### src/rtl/shift_seq_ctrl.sv
// Shift sequencer: loads an operand into shift_reg, then drives one serial shift per cycle.
// Optional abort input when SHIFT_ABORT_EN is defined.
module shift_seq_ctrl #(
  parameter int WIDTH = 32,
  parameter int CNT_W = 5
) (
  input  logic             clk,
  input  logic             reset,
  input  logic             start,
  input  logic [1:0]       op,
  input  logic [CNT_W-1:0] amount,
  input  logic [WIDTH-1:0] data_in,
  input  logic             carry_in,
`ifdef SHIFT_ABORT_EN
  input  logic             abort,
`endif
  input  logic [WIDTH-1:0] sr_q,
  output logic [WIDTH-1:0] sr_data,
  output logic             sr_reset,
  output logic             sr_ps,
  output logic             sr_rl,
  output logic             sr_serial_left,
  output logic             sr_serial_right,
  output logic             busy,
  output logic             done,
  output logic [WIDTH-1:0] result,
  output logic             carry_out
);

  typedef enum logic [1:0] {
    S_IDLE,
    S_LOAD,
    S_SHIFT,
    S_DONE
  } state_t;

  localparam logic [1:0] OP_LSL = 2'b00;
  localparam logic [1:0] OP_LSR = 2'b01;
  localparam logic [1:0] OP_ASR = 2'b10;
  localparam logic [1:0] OP_ROR = 2'b11;

  localparam logic [CNT_W-1:0] CNT_ONE =
    {{(CNT_W-1){1'b0}}, 1'b1};

  state_t           state_q, state_d;
  logic [1:0]       op_q, op_d;
  logic [CNT_W-1:0] amount_q, amount_d;
  logic [WIDTH-1:0] data_q, data_d;
  logic [CNT_W-1:0] count_q, count_d;
  logic             carry_q, carry_d;
  logic             abort_w;

`ifdef SHIFT_ABORT_EN
  assign abort_w = abort;
`else
  assign abort_w = 1'b0;
`endif

  always_ff @(posedge clk) begin
    if (!reset) begin
      state_q  <= S_IDLE;
      op_q     <= '0;
      amount_q <= '0;
      data_q   <= '0;
      count_q  <= '0;
      carry_q  <= 1'b0;
    end else begin
      state_q  <= state_d;
      op_q     <= op_d;
      amount_q <= amount_d;
      data_q   <= data_d;
      count_q  <= count_d;
      carry_q  <= carry_d;
    end
  end

  always_comb begin
    state_d  = state_q;
    op_d     = op_q;
    amount_d = amount_q;
    data_d   = data_q;
    count_d  = count_q;
    carry_d  = carry_q;
    unique case (state_q)
      S_IDLE: begin
        if (start) begin
          op_d     = op;
          amount_d = amount;
          data_d   = data_in;
          state_d  = S_LOAD;
        end
      end
      S_LOAD: begin
        count_d = amount_q;
        if (amount_q == '0) begin
          carry_d = carry_in;
          state_d = S_DONE;
        end else begin
          state_d = S_SHIFT;
        end
      end
      S_SHIFT: begin
        count_d = count_q - CNT_ONE;
        // Left shifts lose the MSB; every right-going op loses the LSB.
        carry_d = (op_q == OP_LSL) ? sr_q[WIDTH-1] : sr_q[0];
        if (count_q == CNT_ONE) begin
          state_d = S_DONE;
        end
      end
      S_DONE: begin
        state_d = S_IDLE;
      end
      default: begin
        state_d = S_IDLE;
      end
    endcase
    if (abort_w && (state_q == S_LOAD || state_q == S_SHIFT)) begin
      state_d = S_IDLE;
      count_d = count_q;
      carry_d = carry_q;
    end
  end

  always_comb begin
    sr_ps           = 1'b1;
    sr_data         = sr_q;
    sr_rl           = 1'b0;
    sr_serial_left  = 1'b0;
    sr_serial_right = 1'b0;
    unique case (state_q)
      S_LOAD: begin
        sr_data = data_q;
      end
      S_SHIFT: begin
        sr_ps = 1'b0;
        unique case (op_q)
          OP_LSL: begin
            sr_rl           = 1'b0;
            sr_serial_right = 1'b0;
          end
          OP_LSR: begin
            sr_rl          = 1'b1;
            sr_serial_left = 1'b0;
          end
          OP_ASR: begin
            sr_rl          = 1'b1;
            sr_serial_left = sr_q[WIDTH-1];
          end
          OP_ROR: begin
            sr_rl          = 1'b1;
            sr_serial_left = sr_q[0];
          end
          default: begin
            sr_rl = 1'b0;
          end
        endcase
      end
      default: begin
        sr_ps = 1'b1;
      end
    endcase
  end

  assign sr_reset  = ~reset;
  assign busy      = (state_q != S_IDLE);
  assign done      = (state_q == S_DONE);
  assign result    = sr_q;
  assign carry_out = carry_q;

endmodule

### config.mk
export PLATFORM = sky130hd
export DESIGN_NAME = shift_seq_ctrl
export DESIGN_NICKNAME = d
export VERILOG_FILES = /design/src/rtl/shift_seq_ctrl.sv
export SDC_FILE = /design/constraint.sdc
export NUM_CORES = 1
export LEC_CHECK = 0
export BUFFER_PORTS_ARGS = -buffer_cell sky130_fd_sc_hd__buf_4
export CORE_MARGIN = 5
export CORE_UTILIZATION = 43
export DETAILED_ROUTE_END_ITERATION = 10
export GPL_TIMING_DRIVEN = 1
export PLACE_DENSITY_LB_ADDON = 0.2
export REMOVE_ABC_BUFFERS = 1
export SYNTH_ARGS = -nofsm -noshare
export SYNTH_HDL_FRONTEND = slang
export SYNTH_SLANG_ARGS = --single-unit
### constraint.sdc
create_clock -name clk -period 2.2 [get_ports clk]
set_clock_uncertainty 0.15 [all_clocks]
set_input_delay 0.44 -clock clk [delete_from_list [all_inputs] [get_ports clk]]
set_output_delay 0.44 -clock clk [all_outputs]
set_load 0.005 [all_outputs]
Yosys cells after proc, flatten, opt, wreduce, memory -nomap -nowiden
Index checks and enable logic that the tools add are counted.
- output and inout port bits: 72
- register bits after elaboration: 47
- input bits: 75
- logic and storage cells: 41
- bitwise gates (word level): 1
- multiplexer cells: 14
- add/subtract/negate cells: 1
- eq/ne operators: 10
- reduce and logical (&&, ||, !) cells: 9
- operators with widths (operator ; count):
    32-bit 2-to-1 mux ; 1
    5-bit case mux with 2 select lines ; 1
    2-bit == test, second input constant ; 4
    2-bit case mux with 4 select lines ; 1
    1-bit 2-to-1 mux ; 6
    2-bit != test, second input constant ; 3
    1-bit case mux with 2 select lines ; 3
    2-bit AND reduction ; 3
    5-bit by 1-bit == test with 1-bit output, second input constant ; 1
    5-bit logical NOT ; 1
    5-bit by 1-bit subtractor with 5-bit output, second input constant ; 1
    2-bit by 1-bit == test with 1-bit output, second input constant ; 2
    2-bit logical NOT ; 2
    2-bit 2-to-1 mux ; 2
    2-bit nonzero test ; 2
    3-bit OR reduction ; 1
    1-bit NOT ; 1

Depth between registers and ports, before layout
Gate-level depths: netlist of the first run.
- depth after elaboration: 4
- depth in mapped cells: 7

Worst setup path after synthesis of the first run
OpenSTA, ideal clock, no wires.
- path kind: register -> output
- start: register state_q[0]
- end: output sr_data[10]
- stages on the path, launching flop included: 5
- data required time: 1.610 ns
- setup slack: 0.361 ns
- data arrival time: 1.249 ns
- path through: dfxtp_1 > ha_1 > buf_2 > buf_2 > mux2_2
- longest elaborated chain between the ends: 2
- ends and longest elaborated chain (element ; line ; RTL):
    start: declaration ; 45 ; state_t state_q, state_d;
    start signal: assignment ; 68 ; state_q <= state_d;
    2-bit by 1-bit == test with 1-bit output ; 130 ; unique case (state_q)
    32-bit 2-to-1 mux ; 130 ;
    end: declaration ; 18 ; output logic [WIDTH-1:0] sr_data,
Every way passes these cells.

Final worst setup path of the first run
- start: register state_q[1]
- end: output sr_data[8]
The elaborated chain is that of the path after synthesis.

==> impl_metrics.csv, run 1 <==
group,metric,value,unit
drt,vias,2510,
clock_tree,clkSinkCount,47,
clock_tree,clockRootBuffer,"clkbuf_8",
yosys,yosys_warnings,0,
worst_setup_path,endpoint_kind,"output pin",
clock_tree,cts.clk_slew.worst_paths,0.09,ns
floorplan,die_x,87.7,um
yosys,async_reset_ff_frac,0,
final_layout,final_cell_mix,"129 x buf_4, 87 x nand2_1, 45 x dfxtp_1",
global_routing,grt_antenna_before_repair,0,
clock_tree,htreeDepth,2,
placement,place.gp.congestion,0.734,
timing,finalWorstPathRequiredPeriod,2.21,ns
worst_setup_path,start_kind,"flip-flop",
yosys,synth-seq-cells,47,
worst_setup_path,arrival,1.62,ns
worst_setup_path,required,1.61,ns
drt,ant_nets,0,
run_status,violations,"negative setup slack",
floorplan,floorplan.rows,28,
drt,wl,7.98,mm
worst_setup_path,cp_slowest_cell,"dfxtp_2",
yosys,synth_cell_types,38,
final_layout,num_antenna_cells,0,
yosys,synth_area_leaders,"dfxtp_1 36%, mux2_2 14%, nand2_1 13%",
yosys,synth_area_leader_cell,"dfxtp_1",
clock_tree,numCtsBuffers,5,
final_layout,layout-drive-gt1-share,0.479,
drt,wire_per_inst,15.8,um
placement,portBuffers,145,
floorplan,coreArea,5890,um^2
worst_setup_path,slowest_delay,0.36,ns
yosys,synth_top_cell_area_share,0.362,
global_routing,grtUsageTotal,0.192,
timing,hold_slack,0.222,ns
final_layout,final_util,0.668,
yosys,synth_edf_count,0,
clock_tree,clk_path_buf_depth,2,
yosys,syn_area,2600,um^2
final_layout,syn_to_final_growth,51.5,%
final_layout,stdcell_count,505,
yosys,synth-seq-area-share,0.362,
floorplan,boundaryPins,147,
drt,routed_via_density,4.97,
timing,finalSetupViolCount,8,
global_routing,grt_start_max_net_pins,42,
clock_tree,cts_tree,"built",
run_status,status,"finished with violations",
timing,final-hold-violation-count,0,
global_routing,gr-total-overflow,0,
drt,drtIter0Drc,112,
timing,finalWorstSetupSlack,-0.0122,ns
yosys,syn-instance-count,316,
global_routing,grt_pass1_vias,2498,
worst_setup_path,critPathTopFamily,"buffers and inverters",
worst_setup_path,path_class,"flip-flop to output pin",
timing,rsz0062_at_grt,"yes",
final_layout,finalNetCount,511,
clock_tree,insertion_delay,0.30,ns
pwr,power_density,1040,nW/um^2
placement,dp_hpwl,5.55,mm
timing,fin_crit_sh,1.01,
clock_tree,hold_buffers,0,
floorplan,dieArea,7690,um^2
pwr,vdd.ir_drop.worst,0.000615,V
pwr,p_leak,1.82,nW
floorplan,start_util,0.441,
yosys,avgSynthCellArea,8.22,um^2
min_path,min_path_type,"primary input to flip-flop",
worst_setup_path,worst-path-buf-inv,4,
worst_setup_path,crit_chain,"inv_4 -> ha_4 -> buf_12 -> clkbuf_16 -> mux2_4 -> buf_6",
global_routing,grt_pass1_wl,11.7,mm
worst_setup_path,crit_fanout,6,
drt,drc,0,
flow_run,max_cap_violations,0,
floorplan,fp.dieH,87.7,um
drt,dr.pass1.iters,4,
final_layout,final_common_cell,"buf_4",
timing,max_freq,452,MHz
yosys,synth_flop_cell,"dfxtp_1",
timing,final_max_slew_viol_count,0,
placement,dpl.cell_count,491,
-- tightest hold or removal path, cell delays in order --
cell and delay, ns:
buf_4 0.11, nand2_1 0.04, a21oi_1 0.05
-- metal layers --
metal | global-route usage | share of wire | up-vias
met5 | 0 | 0 | -
met4 | 0.0335 | 0.0053 | 0
met3 | 0.0743 | 0.082 | 4
met2 | 0.322 | 0.51 | 90
met1 | 0.238 | 0.41 | 1171
li1 | - | - | 1245
-- synthesized netlist by cell type (2+ instances only) --
cell type,instances
mux2i_1,3
ha_1,7
buf_2,8
dfxtp_1,47
nand2b_1,2
o21ai_0,3
nand2_1,87
o22ai_1,2
clkbuf_1,9
nor2b_1,4
mux2_2,32
a21oi_1,44
inv_1,7
nor2_1,4
o31a_1,2
buf_4,33
-- cell type report --
cell class | count | area, um^2
clock buffer | 5 | 68.8
clock inverter | 3 | 43.8
fill | 514 | 1950
inverter | 8 | 32.5
timing repair buffer | 157 | 1350
tap | 75 | 93.8
sequential | 47 | 946
multi-input combinational | 210 | 1400
-- state kept, by name, summed over array words and instances (netlist names) --
name and cells:
state_q 2, carry_out 1, count_q 5, amount_q 5, data_q 32, op_q 2
-- final timing paths --
path	slack, ns	from	cells after the start	end
setup / recovery	-0.01	state_q[1]	6	sr_data[8]
hold / removal	0.22	data_in[4]	3	data_q[4]
setup reg to reg	0.26	state_q[1]	8	carry_out
hold reg to reg	0.31	data_q[27]	2	data_q[27]
-- logic make-up (layout without fill, tap and decap cells) --
logic type                 after synthesis  count (layout)  share of synthesized area
and+or+nand+nor                        107             107                      0.180
AOI/OAI and AO/OA                       60              60                      0.135
DFF                                     47              47                      0.362
adders and majority gates                7               7                     0.0337
muxes                                   35              35                      0.150
other                                    1               1                    0.00144
buffers and inverters                   59             173                      0.137
-- where the power goes --
group	leakage, nW	internal [mW]	switching, mW	total (mW)
combinational	1.37	1.32	1.00	2.32
clock	0.0581	0.339	0.297	0.635
sequential	0.386	1.03	0.125	1.15
-- per-stage QoR --
step	power (mW)	setup slack (ns)	cell area [um^2]	TNS [ns]
after floorplan	2.14	-0.0921	2270	-2.95
after global placement	2.93	0.261	3510	0
after detailed placement	2.97	0.233	3510	0
after CTS	3.77	-0.0198	3710	-0.174
after global routing	4.37	-0.0713	3930	-1.12
final	4.11	-0.0122	3930	-0.0694
-- what timing repair did --
item,CTS,global route
buffers inserted,2,1
pin swaps,0,1
gates cloned,1,2
gates resized for setup,8,47
setup endpoints to repair,32,32
Note: power is estimated with default switching activity, not from simulation.
==> inputs of run 2 (changes only) <==
BUFFER_PORTS_ARGS = unset   (was -buffer_cell sky130_fd_sc_hd__buf_4)
DONT_BUFFER_PORTS = 1   (was unset)
RECOVER_POWER = 100   (was unset)
==> run 2 against run 1 <==
Compared with the run above: the run now ends clean; worst hold slack worse by 0.10 ns; die area unchanged; sequential share of layout area up 12 points; count of clock-buffer cells in the layout is 1 higher; critical path type unchanged; via count is 24% lower; routed wire length down 23%; first-iteration DRC count down 29%; register-to-register slack improved by 0.03 ns; largest power group unchanged; cell area shrank 34%; sequential power about the same; cell count down 29%.
==> impl_metrics.csv, run 2 (same netlist as run 1, synthesis figures left out) <==
group,metric,value,unit
run_status,status,"finished clean",
final_layout,multi_input_comb_area,1300,um^2
global_routing,gr-total-overflow,0,
min_path,holdPathEnd,"data_q[0]",
flow_run,max_cap_violations,0,
worst_setup_path,r2r_end,"data_q[5]",
min_path,min_path_type,"primary input to flip-flop",
timing,finalSetupViolCount,0,
timing,fin_crit_sh,0.952,
timing,setup_tns,0,ns
global_routing,grtUsageTotal,0.154,
worst_setup_path,crit_chain,"inv_2 -> ha_4 -> buf_12 -> mux2_1",
placement,portBuffers,0,
drt,dr.pass1.iters,4,
floorplan,floorplan.rows,28,
worst_setup_path,crit_fanout,12,
min_path,min-delay-start,"data_in[0]",
worst_setup_path,reg2reg_slack,0.29,ns
clock_tree,numCtsBuffers,5,
drt,drtIter0Drc,80,
placement,place.gp.congestion,0.757,
drt,routed_via_density,5.37,
timing,final-hold-violation-count,0,
final_layout,top_register,"data_q",
global_routing,grt_start_max_net_pins,40,
floorplan,start_util,0.441,
timing,worst_slew_pin_slew,0.737,ns
clock_tree,clk_path_buf_depth,2,
global_routing,grt_antenna_before_repair,0,
placement,dp_hpwl,4.46,mm
worst_setup_path,required,1.61,ns
global_routing,grt_pass1_vias,1908,
clock_tree,cts.clk_slew.worst_paths,0.09,ns
final_layout,final_cell_mix,"87 x nand2_1, 46 x dfxtp_1, 44 x a21oi_1",
timing,hold_slack,0.117,ns
pwr,p_leak,0.974,nW
clock_tree,insertion_delay,0.29,ns
worst_setup_path,cp_slowest_cell,"dfxtp_1",
timing,max_freq,478,MHz
worst_setup_path,slowest_delay,0.42,ns
final_layout,final_common_cell,"nand2_1",
clock_tree,clockRootBuffer,"clkbuf_8",
worst_setup_path,reg2reg_depth,6,
final_layout,largestRegisters,"data_q (32), amount_q (5), count_q (5)",
worst_setup_path,arrival,1.50,ns
worst_setup_path,endpoint_kind,"output pin",
clock_tree,cts_tree,"built",
clock_tree,clkSinkCount,47,
timing,finalWorstPathRequiredPeriod,2.09,ns
final_layout,seqCellArea,942,um^2
final_layout,syn_to_final_growth,0.0481,%
global_routing,grt_pass1_wl,9.43,mm
timing,rsz0062_at_grt,"no",
final_layout,finalNetCount,363,
drt,drc,0,
floorplan,coreArea,5890,um^2
final_layout,largest_reg_flops,32,
timing,slew-limit-headroom,0.508,
worst_setup_path,r2r_start,"state_q[0]",
drt,wl,6.12,mm
min_path,hold_depth,2,
worst_setup_path,start_kind,"flip-flop",
drt,ant_nets,0,
final_layout,num_antenna_cells,0,
final_layout,n_fill_cell,623,
floorplan,boundaryPins,147,
floorplan,die_x,87.7,um
pwr,power_density,1250,nW/um^2
floorplan,fp.dieH,87.7,um
timing,final_max_slew_viol_count,0,
clock_tree,htreeDepth,2,
worst_setup_path,path_class,"flip-flop to output pin",
final_layout,layout-drive-gt1-share,0.152,
pwr,vdd.ir_drop.worst,0.000570,V
drt,wire_per_inst,17.2,um
drt,vias,1918,
floorplan,dieArea,7690,um^2
## run 2: per-layer routing
layer	share of wire	up-vias	GRT usage
met1	0.41	885	0.186
met2	0.49	83	0.260
met3	0.090	5	0.0583
met4	0.0095	0	0.0377
li1	-	945	-
met5	0	-	0
## run 2: stage by stage
step	power [mW]	area (um^2)	setup WS [ns]	utilization	std cells
floorplan	2.14	2270	-0.0921	-	265
global placement	2.52	2450	0.367	0.417	348
detailed placement	2.53	2450	0.334	0.417	348
CTS	3.28	2580	0.0131	0.439	356
global route	3.50	2600	0.0254	0.441	357
finish	3.25	2600	0.106	0.441	357
## run 2: area by class of cell
class                   instances  area share
flip-flops and latches         47       0.363
repair buffers                  9      0.0366
inverters                       8      0.0116
well taps                      75      0.0361
clock inverters                 2      0.0231
clock buffers                   6      0.0279
multi-input cells             210       0.502
## run 2: how the worst max path moves through the flow
| stage | start | end | slack [ns] | depth (start not counted) |
|---|---|---|---|---|
| 2_1_floorplan | state_q[0] | sr_data[0] | -0.09 | 2 |
| 3_3_place_gp | state_q[0] | sr_data[8] | 0.37 | 3 |
| 3_5_place_dp | state_q[0] | sr_data[8] | 0.33 | 3 |
| 4_1_cts | state_q[0] | sr_data[8] | 0.01 | 3 |
| 5_1_grt | state_q[0] | data_q[3] | 0.03 | 6 |
| 6_report | state_q[1] | sr_data[8] | 0.11 | 4 |
## run 2: critical path, delay by kind of cell (launching register included)
family                     cells  cell delay (ns)
DFF                            1             0.42
buffers and inverters          2             0.24
muxes                          1             0.35
adders and majority gates      1             0.20
## run 2: timing repair
action	CTS	global route
endpoints found under the setup margin	0	32
hold buffers	0	0
setup buffers	0	0
gates resized for setup	0	4
## run 2: report_power, final
group	internal, mW	switching, mW
registers	1.02	0.121
clock network	0.454	0.288
logic	0.614	0.749
total	2.09	1.16
